`src/rtl/rram_train_seq.sv`:
```
// Control-pin sequencer for the 3-layer RRAM training array: one sample per
// handshake, stepped through forward (L1, L2, L3), error and backprop phases.
module rram_train_seq #(
    parameter int SET_CYC    = 16,
    parameter int SETTLE_CYC = 8,
    parameter int ERR_CYC    = 4,
    parameter int BACK_CYC   = 32,
    parameter int CW         = 8
) (
    input  logic        clk,
    input  logic        rst_n,
    input  logic        init_req,
    input  logic        abort,
    input  logic        s_valid,
    output logic        s_ready,
    input  logic [1:0]  s_x,
    input  logic        s_label,
    output logic [5:0]  Dwl,
    output logic [5:0]  Dsl,
    output logic [5:0]  Dbl,
    output logic        Dset,
    output logic        Dback,
    output logic        Dlabel,
    output logic        busy,
    output logic        done,
    output logic        init_done,
    output logic [15:0] sample_cnt
);

    typedef enum logic [2:0] {
        S_IDLE, S_SET, S_FWD1, S_FWD2, S_FWD3, S_ERR, S_BACK, S_DONE
    } state_t;

    localparam logic [CW-1:0] SET_LD    = CW'(SET_CYC - 1);
    localparam logic [CW-1:0] SETTLE_LD = CW'(SETTLE_CYC - 1);
    localparam logic [CW-1:0] ERR_LD    = CW'(ERR_CYC - 1);
    localparam logic [CW-1:0] BACK_LD   = CW'(BACK_CYC - 1);

    state_t          state_reg, state_next;
    logic [CW-1:0]   cnt_reg, cnt_next;
    logic [1:0]      x_reg, x_next;
    logic            label_reg, label_next;
    logic            init_done_reg, init_done_next;
    logic [15:0]     sample_cnt_reg, sample_cnt_next;
    logic [2:0]      layer_next;
    logic [5:0]      lmask_next;
    logic            phase_end;

    assign phase_end  = (cnt_reg == '0);
    assign init_done  = init_done_reg;
    assign sample_cnt = sample_cnt_reg;
    // Ready is gated by init_req directly so an IDLE cycle heading to SET never accepts.
    assign s_ready    = (state_reg == S_IDLE) && init_done_reg && !init_req;

    always_comb begin
        state_next      = state_reg;
        cnt_next        = cnt_reg;
        x_next          = x_reg;
        label_next      = label_reg;
        init_done_next  = init_done_reg;
        sample_cnt_next = sample_cnt_reg;
        case (state_reg)
            S_IDLE: begin
                if (init_req || !init_done_reg) begin
                    state_next = S_SET;
                    cnt_next   = SET_LD;
                end else if (s_valid) begin
                    state_next = S_FWD1;
                    cnt_next   = SETTLE_LD;
                    x_next     = s_x;
                    label_next = s_label;
                end
            end
            S_SET: begin
                if (phase_end) begin
                    state_next     = S_IDLE;
                    init_done_next = 1'b1;
                end else cnt_next = cnt_reg - CW'(1);
            end
            S_FWD1: begin
                if (phase_end) begin
                    state_next = S_FWD2;
                    cnt_next   = SETTLE_LD;
                end else cnt_next = cnt_reg - CW'(1);
            end
            S_FWD2: begin
                if (phase_end) begin
                    state_next = S_FWD3;
                    cnt_next   = SETTLE_LD;
                end else cnt_next = cnt_reg - CW'(1);
            end
            S_FWD3: begin
                if (phase_end) begin
                    state_next = S_ERR;
                    cnt_next   = ERR_LD;
                end else cnt_next = cnt_reg - CW'(1);
            end
            S_ERR: begin
                if (phase_end) begin
                    state_next = S_BACK;
                    cnt_next   = BACK_LD;
                end else cnt_next = cnt_reg - CW'(1);
            end
            S_BACK: begin
                if (phase_end) state_next = S_DONE;
                else cnt_next = cnt_reg - CW'(1);
            end
            S_DONE:  state_next = S_IDLE;
            default: state_next = S_IDLE;
        endcase
        // Abort wins over any phase end and never completes a sample.
        if (abort && state_reg != S_IDLE) begin
            state_next     = S_IDLE;
            cnt_next       = '0;
            init_done_next = init_done_reg;
        end
        if (state_next == S_DONE)
            sample_cnt_next = sample_cnt_reg + 16'd1;
    end

    // Layer flags ordered {L1, L2, L3}; each drives its own pin pair.
    assign layer_next = {state_next == S_FWD1, state_next == S_FWD2, state_next == S_FWD3};

    generate
        for (genvar gi = 0; gi < 3; gi++) begin : g_layer
            assign lmask_next[2*gi +: 2] = {2{layer_next[gi]}};
        end
    endgenerate

    always_ff @(posedge clk or negedge rst_n) begin
        if (!rst_n) begin
            state_reg      <= S_IDLE;
            cnt_reg        <= '0;
            x_reg          <= '0;
            label_reg      <= 1'b0;
            init_done_reg  <= 1'b0;
            sample_cnt_reg <= '0;
            Dwl            <= '0;
            Dsl            <= '0;
            Dbl            <= '0;
            Dset           <= 1'b0;
            Dback          <= 1'b0;
            Dlabel         <= 1'b0;
            busy           <= 1'b0;
            done           <= 1'b0;
        end else begin
            state_reg      <= state_next;
            cnt_reg        <= cnt_next;
            x_reg          <= x_next;
            label_reg      <= label_next;
            init_done_reg  <= init_done_next;
            sample_cnt_reg <= sample_cnt_next;
            Dwl            <= lmask_next;
            Dsl            <= lmask_next;
            Dbl            <= lmask_next & {x_next, 4'b1111};
            Dset           <= (state_next == S_SET);
            Dback          <= (state_next == S_BACK);
            Dlabel         <= label_next && (state_next == S_ERR || state_next == S_BACK);
            busy           <= (state_next != S_IDLE);
            done           <= (state_next == S_DONE);
        end
    end

endmodule
```
`config.mk`:
```
export PLATFORM = sky130hd
export DESIGN_NAME = rram_train_seq
export DESIGN_NICKNAME = d
export VERILOG_FILES = /design/src/rtl/rram_train_seq.sv
export SDC_FILE = /design/constraint.sdc
export NUM_CORES = 1
export LEC_CHECK = 0
export CORE_AREA = 2 2 74 76
export CTS_CLUSTER_SIZE = 8
export DETAILED_ROUTE_END_ITERATION = 8
export DIE_AREA = 0 0 76 78
export PLACE_DENSITY = 0.71
export SLEW_MARGIN = 20
export SYNTH_ARGS = -nofsm -noshare
export SYNTH_HDL_FRONTEND = slang
export SYNTH_SLANG_ARGS = --single-unit
```
`constraint.sdc`:
```
create_clock -name clk -period 4.8 [get_ports clk]
set_input_delay 1.2 -clock clk [delete_from_list [all_inputs] [get_ports clk]]
set_output_delay 1.2 -clock clk [all_outputs]
set_load 0.005 [all_outputs]
```
==> results.yml <==
layout:
  nets: 264
  largest_reg_flops: 16
  num_antenna_cells: 0
  instances_no_fill: 324
  drive_gt1_frac: 0.102
  syn2layout_area_growth_pct: 22.2
sta:
  rsz0062_at_grt: "false"
  holdWs_ns: 0.478
  skew_ns: 0.00161
  setup_viol: 0
  post-route-min-period_ns: 3.76
  hold_viol_final: 0
  slew_headroom: 0.401
  tns_ns: 0
  slew_violations: 0
  worst_pin_slew_ns: 0.899
  max_freq_ghz: 0.266
  min_period_over_period: 0.784
clock_tree:
  clk_latency_ns: 0.29
  htreeDepth: 2
  cts_resized: 0
  cts_root_buf: "clkbuf_8"
  cts_tree: "yes"
  cts_buffers: 5
  clkSinkCount: 41
  cts-hold-fix-buffers: 0
  clkTransAtPathRegs_ns: 0.07
  ctsLongestPathBuffers: 2
  post_cts_buffers: 0
yosys:
  ys_types: 58
  syn_area_um2: 2250
  synth_simple_gate_area_share: 0.221
  ys_seq_area_frac: 0.456
  yosys.area.top_type_share: 0.456
  synth-async-reset-ratio: 1.00
  synth.avg_cell_area_um2: 10.1
  synthTopCellsByArea: "dfrtp_1 46%, buf_4 4.3%, xnor2_1 3.5%"
  synth_cells: 222
  synth-compound-area-share: 0.136
  synth_edf_count: 0
  synth_nets: 232
  synth_warnings: 0
  synth_largest_area_cell: "dfrtp_1"
  synth_fa_ha_area_frac: 0.0111
  synth_top_family_by_area: "simple AND/OR/NAND/NOR gates"
  synthMuxAreaShare: 0.0200
  synth_flop_cell: "dfrtp_1"
  synth_xor_area_frac: 0.0622
  ys_ff_latch: 41
critical_path:
  crit_path_start_kind: "input port"
  arrival_ns: 2.56
  cp_max_fo: 5
  required_ns: 3.60
  endpoint_kind: "output port"
  critical_path_class: "input port to output port"
floorplanning:
  io_pins: 49
  coreArea_um2: 5040
  die_h_um: 78
  start_util: 0.447
  fp.dieW_um: 76
  placementRows: 26
  dieArea_um2: 5930
job:
  drv_cap: 0
pwr:
  vdd_ir_drop_max_uv: 178
  leakage_nw: 1.16
  powerDensity_nw_per_um2: 399
routing:
  ant_nets: 0
  drt_iter0_markers: 138
  drtPass1Iterations: 5
  drc: 0
  wl_um: 4660
  drt-vias-per-instance: 5.54
  wl_per_cell_um: 14.4
  vias: 1796
grt:
  grt_pass1_wl_um: 7930
  overflow: 0
  grt_max_degree: 42
  track_usage: 0.163
  grt_pass1_vias: 1612
  antenna_found_initial: 0
min_path:
  min_path_type: "register to register"
placement:
  routabilityCongestion: 0.861
  dp_hpwl_um: 3300
  place_inst: 317
  io_buffers: 48
outcome:
  status: "complete, no violations"
[routing by layer]
metal / track usage / part of all wire / up-vias
met3: 0.0395 / 0.063 / 9
met2: 0.266 / 0.48 / 77
met1: 0.218 / 0.45 / 858
met4: 0.0455 / 0.0092 / 0
met5: 0 / 0 / -
li1: - / - / 852
[power by group]
group          leakage [nW]  total (mW)  switching, mW  internal (mW)
Sequential            0.543       0.467         0.0648          0.402
Combinational         0.565       0.367          0.193          0.175
Clock                0.0540       0.265          0.114          0.151
[worst max-delay path, cell delays in order]
cell             delay, ns
clkdlybuf4s50_1       0.41
nand2b_1              0.23
nor2_1                0.19
clkdlybuf4s50_1       0.53
[through the flow]
step | power, mW | setup slack (ns) | area [µm²] | utilization
after global routing | 1.17 | 0.941 | 2750 | 0.546
after CTS | 1.11 | 1.02 | 2750 | 0.546
after floorplan | 0.736 | 2.08 | 2250 | -
final | 1.10 | 1.04 | 2750 | 0.546
after global placement | 0.828 | 1.03 | 2650 | 0.525
after detailed placement | 0.837 | 1.04 | 2650 | 0.525
[Yosys cell counts (2+ instances only)]
master     count
ha_1           2
mux2_2         4
clkbuf_8       2
xnor2_1        9
clkbuf_1       7
or3_1          4
nand2b_1       4
inv_1         10
nor2_1        16
a21o_1         2
nand3_1        4
nand2_1       16
o22ai_1        2
nor4_1         4
o21a_1         2
o2111ai_1      2
a31oi_1        4
nand4_1        9
buf_6          2
nor3_1         8
and2_1         2
dfrtp_1       41
buf_4         13
nor2b_1        4
xor2_1         7
o21ai_0        5
or2_2          2
a21oi_1        3
o31ai_1        3
[path summary, 6_finish.rpt]
check,start,endpoint,slack (ns),cells after the start
setup / recovery,init_req,s_ready,1.04,4
hold / removal,sample_cnt[15]$_DFFE_PN0P_,sample_cnt[15]$_DFFE_PN0P_,0.48,1
hold reg to reg,sample_cnt[15]$_DFFE_PN0P_,sample_cnt[15]$_DFFE_PN0P_,0.48,1
setup reg to reg,cnt_reg[0]$_DFFE_PN0P_,sample_cnt[7]$_DFFE_PN0P_,2.23,7
max in group asynchronous,rst_n,sample_cnt[7]$_DFFE_PN0P_,3.20,1
min in group asynchronous,rst_n,x_reg[1]$_DFF_PN0_,1.04,1
[cells in the final DEF, fill, tap and decap left out, types with 3 or more instances in the layout]
| cell | count |
|---|---|
| nor2_1 | 16 |
| nor2b_1 | 4 |
| nand2b_1 | 4 |
| clkdlybuf4s50_1 | 47 |
| clkbuf_8 | 5 |
| mux2_2 | 4 |
| nand4_1 | 9 |
| nand3_1 | 4 |
| o21ai_0 | 5 |
| nor3_1 | 8 |
| nor4_1 | 4 |
| dfrtp_1 | 41 |
| a31oi_1 | 4 |
| o31ai_1 | 3 |
| or3_1 | 4 |
| xor2_1 | 7 |
| a21oi_1 | 3 |
| inv_1 | 10 |
| xnor2_1 | 9 |
| nand2_1 | 16 |
[area by class of cell]
type                    instances  area (µm²)
inverters                      10        37.5
multi-input cells             147        1010
repair buffers                 49         483
clock inverters                 2        35.0
flip-flops and latches         41        1030
well taps                      70        87.6
fillers                       456        2290
clock buffers                   5        68.8
[cells by family (layout without fill, tap and decap cells)]
kind of cell / after synthesis / in the layout
AND/OR/NAND/NOR: 85 / 85
flip-flops: 41 / 41
AO/OA/AOI/OAI: 40 / 40
buffers and inverters: 34 / 66
XOR/XNOR: 16 / 16
multiplexers: 4 / 4
adder cells (fa/ha/maj): 2 / 2
(Power assumes the default switching activity.)
